===== src/rtl/bpu_update_queue_pkg.sv =====
// Shared types and widths for the branch predictor update queue.
// BHT and BTB training fields are carried together as one queue entry.
`ifndef BHTBTB_INDEX_WIDTH
`define BHTBTB_INDEX_WIDTH 10
`endif

package bpu_update_queue_pkg;

    localparam int BHT_IDX_W = `BHTBTB_INDEX_WIDTH;
    localparam int BTB_IDX_W = 9;
    localparam int BTB_W     = 129;

    typedef struct packed {
        logic                 write_enable;
        logic [BHT_IDX_W-1:0] write_index;
        logic [1:0]           counter_select;
        logic                 inc;
        logic                 dec;
        logic                 valid_in;
    } bht_upd_t;

    typedef struct packed {
        logic                 ce;
        logic                 we;
        logic [BTB_W-1:0]     wmask;
        logic [BTB_IDX_W-1:0] write_index;
        logic [BTB_W-1:0]     din;
    } btb_upd_t;

    typedef struct packed {
        bht_upd_t bht;
        btb_upd_t btb;
    } bpu_upd_entry_t;

    typedef enum logic [1:0] {
        OCC_EMPTY,
        OCC_PARTIAL,
        OCC_FULL
    } occ_e;

    function automatic occ_e occ_of(input int count, input int depth);
        if (count == 0) begin
            return OCC_EMPTY;
        end else if (count >= depth) begin
            return OCC_FULL;
        end
        return OCC_PARTIAL;
    endfunction

endpackage


===== src/rtl/bpu_update_queue_fifo.sv =====
// Generic synchronous FIFO; a push while full is ignored unless a pop frees
// a slot in the same cycle. Storage clears on reset so outputs are never X.
module sync_fifo_nodrop_flag #(
    parameter int WIDTH = 8,
    parameter int DEPTH = 4,
    localparam int AW   = $clog2(DEPTH)
) (
    input  logic             clock,
    input  logic             reset,
    input  logic             i_push,
    input  logic             i_pop,
    input  logic [WIDTH-1:0] i_din,
    output logic [WIDTH-1:0] o_dout,
    output logic             o_full,
    output logic             o_empty,
    output logic [AW:0]      o_count
);

    logic [WIDTH-1:0] r_mem [DEPTH];
    logic [AW-1:0]    r_wr_ptr;
    logic [AW-1:0]    r_rd_ptr;
    logic [AW:0]      r_count;
    logic             w_push;
    logic             w_pop;

    assign o_full  = (r_count == (AW+1)'(DEPTH));
    assign o_empty = (r_count == '0);
    assign o_count = r_count;
    assign o_dout  = r_mem[r_rd_ptr];

    assign w_pop  = i_pop & ~o_empty;
    assign w_push = i_push & (~o_full | w_pop);

    always_ff @(posedge clock or posedge reset) begin
        if (reset) begin
            for (int i = 0; i < DEPTH; i++) begin
                r_mem[i] <= '0;
            end
            r_wr_ptr <= '0;
            r_rd_ptr <= '0;
            r_count  <= '0;
        end else begin
            if (w_push) begin
                r_mem[r_wr_ptr] <= i_din;
                r_wr_ptr        <= r_wr_ptr + 1'b1;
            end
            if (w_pop) begin
                r_rd_ptr <= r_rd_ptr + 1'b1;
            end
            case ({w_push, w_pop})
                2'b10:   r_count <= r_count + 1'b1;
                2'b01:   r_count <= r_count - 1'b1;
                default: r_count <= r_count;
            endcase
        end
    end

endmodule


===== src/rtl/bpu_update_queue.sv =====
// Buffers writeback BHT/BTB training requests and drains them into the
// predictor write ports whenever it grants a slot; overflow is dropped and counted.
module bpu_update_queue
    import bpu_update_queue_pkg::*;
#(
    parameter int DEPTH      = 4,
    parameter int BHT_IDX_W  = bpu_update_queue_pkg::BHT_IDX_W,
    parameter int BTB_IDX_W  = bpu_update_queue_pkg::BTB_IDX_W,
    parameter int BTB_W      = bpu_update_queue_pkg::BTB_W,
    parameter int DROP_CNT_W = 16
) (
    input  logic                  clock,
    input  logic                  reset,
    input  logic                  intwb_bjusb_bht_write_enable,
    input  logic [BHT_IDX_W-1:0]  intwb_bjusb_bht_write_index,
    input  logic [1:0]            intwb_bjusb_bht_write_counter_select,
    input  logic                  intwb_bjusb_bht_write_inc,
    input  logic                  intwb_bjusb_bht_write_dec,
    input  logic                  intwb_bjusb_bht_valid_in,
    input  logic                  intwb_bjusb_btb_ce,
    input  logic                  intwb_bjusb_btb_we,
    input  logic [BTB_W-1:0]      intwb_bjusb_btb_wmask,
    input  logic [BTB_IDX_W-1:0]  intwb_bjusb_btb_write_index,
    input  logic [BTB_W-1:0]      intwb_bjusb_btb_din,
    input  logic                  bpu_upd_ready,
    output logic                  bpu_upd_valid,
    output logic                  bpu_bht_write_enable,
    output logic [BHT_IDX_W-1:0]  bpu_bht_write_index,
    output logic [1:0]            bpu_bht_write_counter_select,
    output logic                  bpu_bht_write_inc,
    output logic                  bpu_bht_write_dec,
    output logic                  bpu_bht_valid_in,
    output logic                  bpu_btb_ce,
    output logic                  bpu_btb_we,
    output logic [BTB_W-1:0]      bpu_btb_wmask,
    output logic [BTB_IDX_W-1:0]  bpu_btb_write_index,
    output logic [BTB_W-1:0]      bpu_btb_din,
    output logic                  upd_queue_full,
    output logic [DROP_CNT_W-1:0] upd_drop_count
);

    localparam int AW = $clog2(DEPTH);
    localparam int EW = $bits(bpu_upd_entry_t);

    bpu_upd_entry_t        w_in_entry;
    bpu_upd_entry_t        w_head_raw;
    bpu_upd_entry_t        w_head;
    logic [EW-1:0]         w_fifo_dout;
    logic                  w_btb_wr;
    logic                  w_enq_req;
    logic                  w_deq;
    logic                  w_drop;
    logic                  w_full;
    logic                  w_empty;
    logic [AW:0]           w_count;
    occ_e                  w_occ;
    logic [DROP_CNT_W-1:0] r_drop_cnt;

    // A BTB read (ce without we) is not training, so only ce&we qualifies.
    assign w_btb_wr  = intwb_bjusb_btb_ce & intwb_bjusb_btb_we;
    assign w_enq_req = intwb_bjusb_bht_write_enable | w_btb_wr;

    always_comb begin
        w_in_entry                    = '0;
        w_in_entry.bht.write_enable   = intwb_bjusb_bht_write_enable;
        w_in_entry.bht.write_index    = intwb_bjusb_bht_write_index;
        w_in_entry.bht.counter_select = intwb_bjusb_bht_write_counter_select;
        w_in_entry.bht.inc            = intwb_bjusb_bht_write_inc;
        w_in_entry.bht.dec            = intwb_bjusb_bht_write_dec;
        w_in_entry.bht.valid_in       = intwb_bjusb_bht_valid_in;
        w_in_entry.btb.ce             = w_btb_wr;
        w_in_entry.btb.we             = w_btb_wr;
        w_in_entry.btb.wmask          = intwb_bjusb_btb_wmask;
        w_in_entry.btb.write_index    = intwb_bjusb_btb_write_index;
        w_in_entry.btb.din            = intwb_bjusb_btb_din;
    end

    sync_fifo_nodrop_flag #(
        .WIDTH (EW),
        .DEPTH (DEPTH)
    ) u_fifo (
        .clock   (clock),
        .reset   (reset),
        .i_push  (w_enq_req),
        .i_pop   (w_deq),
        .i_din   (w_in_entry),
        .o_dout  (w_fifo_dout),
        .o_full  (w_full),
        .o_empty (w_empty),
        .o_count (w_count)
    );

    assign bpu_upd_valid = ~w_empty;
    assign w_deq         = bpu_upd_valid & bpu_upd_ready;
    assign w_drop        = w_enq_req & w_full & ~w_deq;
    assign w_head_raw    = w_fifo_dout;
    assign w_head        = bpu_upd_valid ? w_head_raw : '0;

    assign w_occ          = occ_of(int'(w_count), DEPTH);
    assign upd_queue_full = (w_occ == OCC_FULL);

    assign bpu_bht_write_enable         = w_head.bht.write_enable;
    assign bpu_bht_write_index          = w_head.bht.write_index;
    assign bpu_bht_write_counter_select = w_head.bht.counter_select;
    assign bpu_bht_write_inc            = w_head.bht.inc;
    assign bpu_bht_write_dec            = w_head.bht.dec;
    assign bpu_bht_valid_in             = w_head.bht.valid_in;
    assign bpu_btb_ce                   = w_head.btb.ce;
    assign bpu_btb_we                   = w_head.btb.we;
    assign bpu_btb_wmask                = w_head.btb.wmask;
    assign bpu_btb_write_index          = w_head.btb.write_index;
    assign bpu_btb_din                  = w_head.btb.din;

    always_ff @(posedge clock or posedge reset) begin
        if (reset) begin
            r_drop_cnt <= '0;
        end else if (w_drop && (r_drop_cnt != '1)) begin
            r_drop_cnt <= r_drop_cnt + 1'b1;
        end
    end

    assign upd_drop_count = r_drop_cnt;

endmodule


===== config.mk =====
export PLATFORM = sky130hd
export DESIGN_NAME = bpu_update_queue
export DESIGN_NICKNAME = d
export VERILOG_FILES = /design/src/rtl/bpu_update_queue_pkg.sv /design/src/rtl/bpu_update_queue_fifo.sv /design/src/rtl/bpu_update_queue.sv
export SDC_FILE = /design/constraint.sdc
export NUM_CORES = 2
export LEC_CHECK = 0
export ABC_AREA = 1
export ABC_CLOCK_PERIOD_IN_PS = 45500
export CAP_MARGIN = 20
export CELL_PAD_IN_SITES_DETAIL_PLACEMENT = 0
export CELL_PAD_IN_SITES_GLOBAL_PLACEMENT = 1
export CORE_MARGIN = 2
export CORE_UTILIZATION = 43
export DETAILED_ROUTE_END_ITERATION = 10
export PLACE_DENSITY = 0.82
export SYNTH_ARGS = -nofsm -noshare
export SYNTH_HDL_FRONTEND = slang
export SYNTH_SLANG_ARGS = --single-unit

===== constraint.sdc =====
create_clock -name clock -period 45.5 [get_ports clock]
set_input_delay 9.1 -clock clock [delete_from_list [all_inputs] [get_ports clock]]
set_output_delay 9.1 -clock clock [all_outputs]
set_load 0.01 [all_outputs]

=== Yosys cells after proc, flatten, opt, wreduce, memory -nomap -nowiden ===
Index checks and enable logic that the tools add are counted.

* Logic and storage cells: 53
* Output and inout bits: 303
* Input port bits: 288
* Register bits: 1,163

* Eq/ne operators: 5
* Mux-type cells: 13
* Reduce and logical (&&, ||, !) cells: 5
* Bitwise gates (word level): 13
* Add/sub/neg operators: 5
* $lt $le $gt $ge: 4

{| class="wikitable"
|+ Operators by type and width
! operator !! count
|-
| $bwmux 1140 || 1
|-
| $mux 285 || 4
|-
| $bmux 285 s2 || 1
|-
| $demux 285 s2 || 1
|-
| $add 16x1->16 const B || 1
|-
| $ne 16x16->1 const B || 1
|-
| $ge 3x3->1 const B || 3
|-
| $and 1x1->1 || 6
|-
| $logic_not 3->1 || 2
|-
| $mux 2 || 3
|-
| $not 2->3 || 2
|-
| $pmux 3 s2 || 1
|-
| $add 2x1->2 const B || 2
|-
| $eq 2x2->1 const B || 2
|-
| $add 3x1->3 const B || 1
|-
| $eq 3x3->1 const B || 1
|-
| $lt 3x1->1 const B || 1
|-
| $not 1->1 || 3
|-
| $sub 3x1->3 const B || 1
|-
| $eq 2x1->1 const B || 1
|-
| $logic_and 1x1->1 || 2
|-
| $mux 1 || 2
|-
| $or 1x1->1 || 2
|-
| $reduce_bool 2->1 || 1
|}

=== Logic depth before layout (Yosys ltp) ===
* Depth in word-level cells: 8
* Depth in mapped cells: 13
* Mapped depth without buffers: 10

=== Hierarchy ===
A second synthesis with hierarchy kept.

* Cells, all modules: 7,488
* Area total of the unflattened synthesis: 57,851.7 µm²

{| class="wikitable"
|+ By module, submodules not included
! module !! instances !! sequential area each (µm²) !! cells each !! area an instance (µm²)
|-
| sync_fifo_nodrop_flag || 1 || 28,702.5 || 6,734 || 54,564.8
|-
| bpu_update_queue || 1 || 400.4 || 754 || 3,286.9
|}

=== Least setup slack after synthesis ===
Ideal clock, no wire load.

* Path kind: input -> register
* Start point: input intwb_bjusb_btb_ce
* End point: register u_fifo.r_count[2], in the netlist u_fifo.o_count[2]
* Stages: 12
* Data required time: 45.369 ns
* Slack: 34.598 ns
* Arrival time: 10.771 ns
* Cell sequence: nand2_1 -> nand2_2 -> nand2_8 -> buf_8 -> buf_6 -> buf_4 -> ha_1 -> inv_1 -> fa_1 -> a21oi_1 -> o21ai_0 -> xor2_1

* Longest elaborated chain between the ends: 5
* Elaborated cells on any way between the ends: 7
* Those cells by class: eq/ne: 2; mux: 1; bitwise: 3; reduce/logical: 1

{| class="wikitable"
|+ RTL lines
! item !! RTL line !! source
|-
| from (decl) || bpu_update_queue.sv:20 || <nowiki>input logic intwb_bjusb_btb_ce,</nowiki>
|-
| $and 1x1->1 (*) || bpu_update_queue.sv:60 || <nowiki>assign w_btb_wr = intwb_bjusb_btb_ce & intwb_bjusb_btb_we;</nowiki>
|-
| $or 1x1->1 (*) || bpu_update_queue.sv:61 || <nowiki>assign w_enq_req = intwb_bjusb_bht_write_enable | w_btb_wr;</nowiki>
|-
| $and 1x1->1 (*) || bpu_update_queue_fifo.sv:32 || <nowiki>assign w_push = i_push & (~o_full | w_pop);</nowiki>
|-
| $eq 2x1->1 or $eq 2x2->1 (tied branches) || bpu_update_queue_fifo.sv:50 || <nowiki>case ({w_push, w_pop})</nowiki>
|-
| $pmux 3 s2 or $reduce_bool 2->1 (tied branches) || - ||
|-
| to (signal assigned) || bpu_update_queue_fifo.sv:51 || <nowiki>2'b10: r_count <= r_count + 1'b1;</nowiki>
|-
| to (signal assigned) || bpu_update_queue_fifo.sv:52 || <nowiki>2'b01: r_count <= r_count - 1'b1;</nowiki>
|-
| to (signal assigned) || bpu_update_queue_fifo.sv:53 || <nowiki>default: r_count <= r_count;</nowiki>
|-
| to (decl) || bpu_update_queue_fifo.sv:22 || <nowiki>logic [AW:0] r_count;</nowiki>
|}

Every way passes the cells marked *; elsewhere a longest branch is shown, timed or not.
A chain may end at the register's enable or synchronous reset.

=== Final worst setup path ===
* Start point: register u_fifo.r_rd_ptr[0]
* End point: output bpu_btb_din[122]

* Longest elaborated chain between the ends: 5

{| class="wikitable"
|+ RTL lines
! item !! RTL line !! source
|-
| from (decl) || bpu_update_queue_fifo.sv:21 || <nowiki>logic [AW-1:0] r_rd_ptr;</nowiki>
|-
| from (signal assigned) || bpu_update_queue_fifo.sv:48 || <nowiki>r_rd_ptr <= r_rd_ptr + 1'b1;</nowiki>
|-
| $not 2->3 (implied by the code) || bpu_update_queue_fifo.sv:29 || <nowiki>assign o_dout = r_mem[r_rd_ptr];</nowiki>
|-
| $bmux 285 s2 || bpu_update_queue_fifo.sv:29 ||
|-
| $mux 285 (implied by the code) (2 in series) || bpu_update_queue_fifo.sv:29 ||
|-
| $mux 285 || bpu_update_queue.sv:97 || <nowiki>assign w_head = bpu_upd_valid ? w_head_raw : '0;</nowiki>
|-
| to (decl) || bpu_update_queue.sv:37 || <nowiki>output logic [BTB_W-1:0] bpu_btb_din,</nowiki>
|}

No other way between the ends. The select of a mux whose other input is x is not followed.

==> flow_summary.ini <==
[die]
floorplan.initialDensity_pct = 43.3
dieArea_um2 = 129000
floorplan.io_pins = 591
std_cell_rows = 130
coreArea_um2 = 125000
die_x_um = 359
die_height_um = 359

[timing]
finalMaxSlewViolations = 0
hold_viol_final = 0
post-route-period-util_pct = 31.0
grt_setup_unrepaired = false
setup_viol_count_final = 0
timing.setup.tns_ns = 0
fin_crit_ns = 14.08
relSlewSlack_pct = 20.8
max_slew.worst_pin.slew_ns = 1.19
worst_clock_skew_ns = 0.0217
maxClockFrequency_mhz = 71.0

[power]
sequentialPowerShare_pct = 32.2
share_comb_of_total_power_pct = 47.7
cellPowerDensity_nw_per_um2 = 82.4
power_report.internal_total_mw = 3.14
total_power_mw = 5.33
switching_share_pct = 41.1
max-vdd-ir-drop_uv = 74.0
total_switching_power_mw = 2.19
static-leakage-power_nw = 29.4
fraction_of_power_consumed_by_the_clock_network_pct = 20.0

[final_layout]
finish.utilization_pct = 51.6
drive_gt1_share_pct = 3.87
top_library_cells_by_usage_in_the_layout_fill_and_taps_aside = sky130_fd_sc_hd__nand2_1, sky130_fd_sc_hd__dfrtp_1, sky130_fd_sc_hd__o21ai_0, sky130_fd_sc_hd__inv_1, sky130_fd_sc_hd__clkdlybuf4s50_1
final_cell_area_excluding_filler_cells_um2 = 64700
layout.cells.most_common = sky130_fd_sc_hd__nand2_1
layout-area-overhead-vs-synth_pct = 19.2
final_cells = 8712
fillers = 11912
total_number_of_nets_in_the_final_design = 7238

[min_path]
holdPathStages = 2
hold_path_startpoint = u_fifo.r_mem[957]$_DFFE_PP0P_
hold-path-endpoint = u_fifo.r_mem[957]$_DFFE_PP0P_
timing.hold.worst.class = reg2reg

[clock_network]
clock_tree.root_cell = sky130_fd_sc_hd__clkbuf_16
clk_path_buf_depth = 3
holdBufCountCts = 0
cts_num_sinks = 1159
post_cts_resized = 0
cts_max_level = 4
numCtsBuffers = 133
clock_insertion_delay_worst_skew_ns = 0.77
cts_tree = done
worst_setup_hold_path_clk_slew_ns = 0.06
post-cts-setup-buffer-count = 0

[synth]
syn_avg_cell_area_um2 = 8.11
synth_area_um2 = 54300
synth_top_family_by_area = compound AO/OA/AOI/OAI gates
ys.warnings.count = 0
syn_nets = 6990
post_synth_mux_area_share_pct = 0
synth.yosys.seq_area_share_pct = 53.4
synth_cell_type_count = 31
synthAdderAreaFrac_pct = 0.175
ys_ff_latch = 1159
synth-compound-area-share_pct = 22.4
synthesis.instances = 6695
yosys.area_share.xor_xnor_pct = 0.161
synth_simple_gate_area_share_pct = 14.7

[worst_setup_path]
timing_worst_setup_path_type = reg2out
timing.reg2reg.worst_path_depth = 9
worst_r2r_start = u_fifo.o_count[2]$_DFFE_PP0P_
crit_path_start_kind = flop
critical_path_fanout_max = 256
rr_endpoint = u_fifo.r_mem[16]$_DFFE_PP0P_
worst-endpoint-arrival_ns = 4.98
r2r_slack_ns = 41.07
critPathRequiredTime_ns = 36.40
crit_end_category = output port

[placed_design]
finalWeightedCongestion = 0.807
detailed_place_hpwl_um = 87900
cell_total_after_placement = 8451
place_area_um2 = 60100
buffer_ports.inserted = 590

[routing]
drt-pass1-iter-count = 5
count_of_unresolved_drc_violations_after_routing = 0
drt-wirelength-per-cell_um = 18.4
drt.antenna.violating_nets = 0
avgViaCountPerCell = 5.29
detail_route.wirelength_um = 160000
detailroute.via_count = 46114
first_iter_violations = 3986

[global_route]
initial_antenna_violation_count = 24
grt_pass1_wl_um = 255000
grt_overflow = 0
grtUsageTotal_pct = 24.6
pin_count_of_the_biggest_net_entering_global_routing = 257
first_global_vias = 44845

[job]
cap_viol_max_count = 0

[status]
outcome = finished, final reports clean
[routing by layer]
layer / vias to the layer above / GRT usage (%) / wire, um
li1: 22343 / - / -
met5: - / 0 / 131
met2: 1267 / 39.8 / 75700
met1: 22257 / 33.0 / 70600
met3: 229 / 4.70 / 9480
met4: 18 / 8.46 / 4330
[power groups by stage]
stage,logic [mW],registers (mW),clock network (mW)
final,2.54,1.72,1.07
after global routing,2.83,1.77,1.13
after CTS,2.55,1.72,1.09
after detailed placement,2.53,1.73,0
after global placement,2.50,1.72,0
after floorplan,1.55,1.69,0
[through the flow]
| stage | worst slack (ns) | hold slack (ns) |
|---|---|---|
| final | 31.42 | 0.470 |
| after global routing | 31.14 | 0.491 |
| after CTS | 31.12 | 0.475 |
| after detailed placement | 31.38 | 0.463 |
| after global placement | 31.36 | 0.456 |
| after floorplan | 3.76 | 0.441 |
[final cells by class]
class                   instances  area, um^2  share of cell area (%)
flip-flops and latches       1159       29000                    44.8
multi-input cells            4397       20300                    31.4
repair buffers                647        6620                    10.2
clock buffers                 205        3940                    6.09
inverters                     605        2300                    3.56
well taps                    1650        2060                    3.19
clock inverters                35         430                   0.665
diodes                         14        35.0                  0.0541
[cell families (layout without fill, tap and decap cells)]
| family | Yosys count | count (layout) |
|---|---|---|
| other | 0 | 14 |
| AO/OA/AOI/OAI | 2282 | 2282 |
| XOR/XNOR | 10 | 10 |
| AND/OR/NAND/NOR | 2098 | 2098 |
| flip-flops | 1159 | 1159 |
| buffers and inverters | 1139 | 1492 |
| adder cells (fa/ha/maj) | 7 | 7 |
[cells in the mapped netlist]
library cell                  n  share of area (%)
sky130_fd_sc_hd__fa_1         1              0.037
sky130_fd_sc_hd__o21a_1       4              0.055
sky130_fd_sc_hd__xor2_1       6              0.097
sky130_fd_sc_hd__clkinv_1     1             0.0069
sky130_fd_sc_hd__nand2_1   2047                 14
sky130_fd_sc_hd__buf_2      274                2.5
sky130_fd_sc_hd__nor2_1      22               0.15
sky130_fd_sc_hd__o211ai_1   284                3.9
sky130_fd_sc_hd__nor2_8       2              0.074
sky130_fd_sc_hd__o21bai_1     1              0.014
sky130_fd_sc_hd__inv_2        2              0.014
sky130_fd_sc_hd__nand3_1     11               0.10
sky130_fd_sc_hd__dfrtp_1   1159                 53
sky130_fd_sc_hd__xnor2_1      4              0.065
sky130_fd_sc_hd__o21ai_0   1008                9.3
sky130_fd_sc_hd__nand4_1      8              0.092
sky130_fd_sc_hd__buf_8        1              0.028
sky130_fd_sc_hd__nor2_2       2              0.023
sky130_fd_sc_hd__clkbuf_2     4              0.037
sky130_fd_sc_hd__a21oi_1    570                5.3
sky130_fd_sc_hd__nand2_2      2              0.023
sky130_fd_sc_hd__clkbuf_1   132               0.91
sky130_fd_sc_hd__nor3_1       1             0.0092
sky130_fd_sc_hd__buf_1       64               0.44
sky130_fd_sc_hd__buf_4       33               0.46
sky130_fd_sc_hd__inv_1      602                4.2
sky130_fd_sc_hd__nand2_8      1              0.037
sky130_fd_sc_hd__o21ai_1    415                3.8
sky130_fd_sc_hd__nor2_4       2              0.041
sky130_fd_sc_hd__ha_1         6               0.14
sky130_fd_sc_hd__buf_6       26               0.54
[worst max-delay path, cell delays in order, from the launching register on]
cell	delay [ns]
sky130_fd_sc_hd__dfrtp_4	1.06
sky130_fd_sc_hd__buf_12	0.77
sky130_fd_sc_hd__buf_4	0.92
sky130_fd_sc_hd__o21ai_0	0.23
sky130_fd_sc_hd__a21oi_1	0.27
sky130_fd_sc_hd__clkdlybuf4s50_1	0.69
[how the worst max path moves through the flow]
stage,end,cells past startpoint,from
finish,bpu_btb_din[122],5,u_fifo.r_rd_ptr[0]$_DFFE_PP0P_
global route,bpu_btb_din[122],5,u_fifo.r_rd_ptr[0]$_DFFE_PP0P_
CTS,bpu_btb_wmask[32],5,u_fifo.r_rd_ptr[0]$_DFFE_PP0P_
detailed placement,u_fifo.r_mem[504]$_DFFE_PP0P_,6,reset
global placement,u_fifo.r_mem[1075]$_DFFE_PP0P_,6,reset
floorplan,u_fifo.o_count[0]$_DFFE_PP0P_,1,reset
[registers in the layout, indices dropped and copies added, names as in the netlist]
name / count
u_fifo.o_count: 3
u_fifo.r_mem: 1136
u_fifo.r_wr_ptr: 2
u_fifo.r_rd_ptr: 2
upd_drop_count: 16
(Power assumes the default switching activity.)
